$ cat src/rtl/vbus_sched.sv
// vbus_sched
// Write scheduler for the shared video register bus. Two requesters queue
// register writes into private FIFOs at any time; the FIFOs drain onto the
// bus only while vsync is high, one write per cycle, with round-robin
// arbitration and an optional per-window write budget.
//
// Parameters
//   DEPTH      entries per requester FIFO (power of two, >= 2)
//   BUDGET     max bus writes per vsync window, 0 = unlimited
// Ports
//   clk, reset                 system clock, synchronous active-high reset
//   vsync                      high = bus writes permitted
//   req{0,1}_valid/ready       push handshake per requester (ready = not full)
//   req{0,1}_addr/data         write address / data offered by the requester
//   addr, data, rw             registered bus outputs; rw=1 is a write strobe
//   busy                       any FIFO holds an entry
//   granted                    requester whose entry is on the bus (when rw=1)
module vbus_sched #(
  parameter int DEPTH  = 4,
  parameter int BUDGET = 0
) (
  input  logic        clk,
  input  logic        reset,
  input  logic        vsync,
  input  logic        req0_valid,
  output logic        req0_ready,
  input  logic [15:0] req0_addr,
  input  logic [7:0]  req0_data,
  input  logic        req1_valid,
  output logic        req1_ready,
  input  logic [15:0] req1_addr,
  input  logic [7:0]  req1_data,
  output logic [15:0] addr,
  output logic [7:0]  data,
  output logic        rw,
  output logic        busy,
  output logic        granted
);

  localparam int PW = $clog2(DEPTH);
  localparam int CW = PW + 1;
  localparam logic [CW-1:0] FULL_CNT = CW'(DEPTH);
  localparam logic [15:0]   BUDGET_W = 16'(BUDGET);
  // With no budget the counter still saturates so it never wraps.
  localparam logic [15:0]   SENT_MAX = (BUDGET == 0) ? 16'hFFFF : 16'(BUDGET);

  typedef struct packed {
    logic [15:0] addr;
    logic [7:0]  data;
  } entry_t;

  entry_t        mem     [2][DEPTH];
  logic [PW-1:0] wr_ptr  [2];
  logic [PW-1:0] rd_ptr  [2];
  logic [CW-1:0] count   [2];
  entry_t        push_entry [2];

  logic [1:0]  push, pop, full, nempty;
  logic        prio, vs_q, rise, elig, under_budget, gnt_idx;
  logic [15:0] sent, sent_eff;
  entry_t      head;

  // ---------------------------------------------------------------------
  // FIFO status and push decode (ready depends on registered count only)
  // ---------------------------------------------------------------------
  // NOTE: every always_comb output gets a value on every path (here via the
  // straight-line assignments, below via defaults) so no latch is inferred.
  always_comb begin
    push_entry[0] = '{addr: req0_addr, data: req0_data};
    push_entry[1] = '{addr: req1_addr, data: req1_data};
    for (int i = 0; i < 2; i++) begin
      full[i]   = (count[i] == FULL_CNT);
      nempty[i] = (count[i] != '0);
    end
    push[0] = req0_valid & ~full[0];
    push[1] = req1_valid & ~full[1];
  end

  assign req0_ready = ~full[0];
  assign req1_ready = ~full[1];
  assign busy       = |nempty;

  // ---------------------------------------------------------------------
  // Window tracking, eligibility and round-robin grant
  // ---------------------------------------------------------------------
  always_comb begin
    rise = vsync & ~vs_q;
    // The budget clear on a rising vsync edge takes effect in that same
    // cycle, so a new window can grant in its first cycle even if the
    // previous window exhausted the budget.
    sent_eff     = rise ? '0 : sent;
    under_budget = (BUDGET == 0) || (sent_eff < BUDGET_W);
    elig         = vsync & (|nempty) & under_budget;
    gnt_idx      = (nempty[0] & nempty[1]) ? prio : nempty[1];
    pop          = 2'b00;
    if (elig) pop[gnt_idx] = 1'b1;
    head         = mem[gnt_idx][rd_ptr[gnt_idx]];
  end

  // ---------------------------------------------------------------------
  // FIFO storage
  // ---------------------------------------------------------------------
  // NOTE: the storage array has no reset; emptiness is defined by the
  // pointers and count, so stale contents are never observed.
  always_ff @(posedge clk) begin
    for (int i = 0; i < 2; i++) begin
      if (push[i]) mem[i][wr_ptr[i]] <= push_entry[i];
    end
  end

  // NOTE: all sequential state uses non-blocking assignments so every
  // register samples the pre-edge values of the others.
  always_ff @(posedge clk) begin
    if (reset) begin
      for (int i = 0; i < 2; i++) begin
        wr_ptr[i] <= '0;
        rd_ptr[i] <= '0;
        count[i]  <= '0;
      end
    end else begin
      for (int i = 0; i < 2; i++) begin
        if (push[i]) wr_ptr[i] <= wr_ptr[i] + PW'(1);
        if (pop[i])  rd_ptr[i] <= rd_ptr[i] + PW'(1);
        case ({push[i], pop[i]})
          2'b10:   count[i] <= count[i] + CW'(1);
          2'b01:   count[i] <= count[i] - CW'(1);
          default: count[i] <= count[i];
        endcase
      end
    end
  end

  // ---------------------------------------------------------------------
  // Bus output register, priority and budget counter
  // ---------------------------------------------------------------------
  always_ff @(posedge clk) begin
    if (reset) begin
      vs_q    <= 1'b0;
      prio    <= 1'b0;
      sent    <= '0;
      rw      <= 1'b0;
      addr    <= '0;
      data    <= '0;
      granted <= 1'b0;
    end else begin
      vs_q <= vsync;
      if (elig) begin
        rw      <= 1'b1;
        addr    <= head.addr;
        data    <= head.data;
        granted <= gnt_idx;
        prio    <= ~gnt_idx;
        sent    <= (sent_eff == SENT_MAX) ? sent_eff : sent_eff + 16'd1;
      end else begin
        rw      <= 1'b0;
        addr    <= '0;
        data    <= '0;
        sent    <= sent_eff;
      end
    end
  end

endmodule
$ cat config.mk
export PLATFORM = sky130hd
export DESIGN_NAME = vbus_sched
export DESIGN_NICKNAME = d
export VERILOG_FILES = /design/src/rtl/vbus_sched.sv
export SDC_FILE = /design/constraint.sdc
export NUM_CORES = 1
export LEC_CHECK = 0
export CORE_MARGIN = 4
export CORE_UTILIZATION = 65
export DETAILED_ROUTE_END_ITERATION = 7
export DONT_BUFFER_PORTS = 1
export GPL_ROUTABILITY_DRIVEN = 0
export PLACE_DENSITY = 0.92
export SLEW_MARGIN = 10
export SYNTH_ARGS = -nofsm -noshare
export SYNTH_HDL_FRONTEND = slang
export SYNTH_SLANG_ARGS = --single-unit
$ cat constraint.sdc
create_clock -name clk -period 6.63 [get_ports clk]
set_input_delay 1.989 -clock clk [delete_from_list [all_inputs] [get_ports clk]]
set_output_delay 1.989 -clock clk [all_outputs]
set_load 0.02 [all_outputs]
==> reports/qor.csv <==
stage,metric,value,unit
routing,drc,0,
placed_design,portBuffers,0,
clock_network,htreeDepth,1,
setup_path,worstSetupPathType,flip-flop to primary output,
global_route,antenna_found_initial,0,
timing,clock_skew,10.6,ps
floorplanning,dieArea,15600,sq um
timing,fin_crit,3840,ps
setup_path,r2r_slack,3700,ps
yosys,syn_area,8890,sq um
layout,antenna_cells,0,
clock_network,post_cts_resized,0,
timing,fin_setup_tns,0,ps
yosys,synthSimpleGateAreaFrac,4.52,%
power,p_per_area,402,nW/um^2
yosys,synth-edff-count,206,
timing,rsz0062_at_grt,no,
clock_network,cts_tree,built,
layout,nets,555,
yosys,ys.flop_type,edfxtp_1,
global_route,grt_pass1_wl,25200,um
clock_network,cts_sinks,233,
clock_network,clk_pin_slew,60,ps
routing,wl_per_cell,23.7,um
timing,maxSlewHeadroom,16.5,%
clock_network,root_buffer,clkbuf_16,
timing,fin_crit_sh,57.9,%
flow_run,max_cap_viol_count,0,
setup_path,worstRegToRegCells,10,
yosys,yosys_warnings,0,
yosys,ys_top_cells_by_count,"206 x edfxtp_1, 60 x nand2_1, 48 x mux4_2",
yosys,synth_top_family_by_area,multiplexers,
timing,hold_viol,0,
setup_path,worstSetupEndpointType,primary output,
timing,fmax,260,MHz
timing,timing.hold.ws,561,ps
yosys,ys_ff_latch,233,
yosys,synth_adder_area_share,2.34,%
placed_design,post_dp_cell_area,9050,sq um
routing,vias_per_cell,6.12,
layout,syn2layout_area_growth,9.57,%
power,p_leak,3.29,nW
timing,setup_viol,0,
placed_design,pre_cts_ws,2980,ps
yosys,synth_cell_types,34,
floorplanning,boundaryPins,82,
clock_network,hold_buffers,0,
yosys,synth_mux_area_share,12.2,%
routing,finalWirelength,16100,um
setup_path,start_kind,flip-flop,
yosys,syn_nets,541,
routing,ant_nets,0,
global_route,grt_max_degree,30,
layout,final_cell_area,9740,sq um
yosys,synth_compound_area_share,2.73,%
layout,drive_gt1_share,18.5,%
placed_design,place_hpwl,10400,um
status,outcome,finished clean,
global_route,overflow,0,
routing,first_iter_violations,409,
routing,vias,4149,
power,ir_drop,0.000267,V
worst_hold_path,hold_class,flip-flop to flip-flop,
clock_network,clk_latency,490,ps
floorplanning,num_rows,42,
worst_hold_path,hold_depth,2,
setup_path,worstPathRequired,4640,ps
yosys,yosys-top-cells-area,"edfxtp_1 70%, mux4_2 12%, dfxtp_1 6.1%",
yosys,synth.most_common_cell,edfxtp_1,
timing,fin_ws,2790,ps
yosys,netlist_instances,472,
global_route,grt_usage,20.9,%
floorplanning,die-width,125,um
floorplanning,core_area,13300,sq um
clock_network,clockBufferDepth,3,
floorplanning,die_y,125,um
floorplanning,start_util,66.9,%
yosys,ys_seq_area_share,75.7,%
layout,final_util,73.3,%
timing,worst_pin_slew,1250,ps
yosys,synthXorXnorAreaFrac,0.394,%
global_route,grt_pass1_vias,4384,
yosys,async_reset_ff_share,0,%
yosys,avgSynthCellArea,18.8,sq um
routing,dr.pass1.iters,6,
setup_path,cp_max_fo,3,
timing,slew_viol_final,0,
clock_network,numCtsBuffers,23,
yosys,yosysTopAreaCell,edfxtp_1,
yosys,yosys.area.top_type_share,69.6,%
setup_path,cp.arrival,1850,ps
clock_network,postCtsSetupBuffers,0,
==> cell usage in the layout, fill, tap and decap left out, types with 3 or more instances in the layout <==
| master | count |
|---|---|
| inv_1 | 14 |
| a21oi_2 | 4 |
| nor2_1 | 16 |
| ha_1 | 15 |
| o21ai_0 | 6 |
| clkbuf_16 | 23 |
| xnor2_1 | 3 |
| nand2_1 | 60 |
| clkbuf_1 | 11 |
| dfxtp_1 | 27 |
| edfxtp_1 | 206 |
| buf_4 | 10 |
| mux4_2 | 48 |
| clkinv_1 | 3 |
| a21oi_1 | 24 |
| and3_1 | 7 |
==> per-layer routing <==
metal / wire length (um) / track usage [%]
met4: 286 / 5.04
met3: 1420 / 6.65
met1: 5820 / 26.4
met5: 0 / 0
met2: 8560 / 36.1
==> metrics by stage <==
step	cells	power [mW]
detailed placement	637	2.75
finish	678	3.92
floorplan	472	2.56
CTS	678	3.95
global route	678	4.10
global placement	637	2.70
==> worst max-delay path: stages, from the launching register on <==
cell and delay (ps):
edfxtp_1 430, inv_1 120, ha_1 210, nor2b_1 360
nand2_1 250
==> sequential cells by signal, summed over array words and instances (netlist names) <==
name	cells
addr	16
count	6
data	8
granted	1
mem	192
prio	1
rd_ptr	4
rw	1
wr_ptr	4
==> path summary, 6_finish.rpt <==
kind                                       startpoint                     to
worst max-delay path            count[1][0]$_DFFE_PP_                   busy
worst min-delay path                prio$_SDFFE_PP0N_      prio$_SDFFE_PP0N_
worst max register to register  count[1][0]$_DFFE_PP_  count[1][2]$_DFFE_PP_
worst min register to register      prio$_SDFFE_PP0N_      prio$_SDFFE_PP0N_
==> cells by family (layout without fill, tap and decap cells) <==
group                      count (synthesis)  count (layout)
DFF                                      233             233
and+or+nand+nor                           94              94
muxes                                     48              48
AOI/OAI and AO/OA                         41              41
buffers and inverters                     36              66
adders and majority gates                 16              16
xor gates and xnor gates                   4               4
==> cell type report <==
cell class | count | area (sq um)
flip-flops and latches | 233 | 6730
inverters | 15 | 56.3
well taps | 176 | 220
clock buffers | 36 | 644
clock inverters | 5 | 47.5
fillers | 750 | 3560
multi-input cells | 203 | 1970
repair buffers | 10 | 75.1
==> where the power goes <==
| group | internal (mW) | leakage (nW) | switching (mW) |
|---|---|---|---|
| combinational | 0.301 | 0.824 | 0.422 |
| sequential | 1.83 | 2.13 | 0.163 |
| clock | 0.703 | 0.336 | 0.495 |
Note: power is estimated with default switching activity, not from simulation.
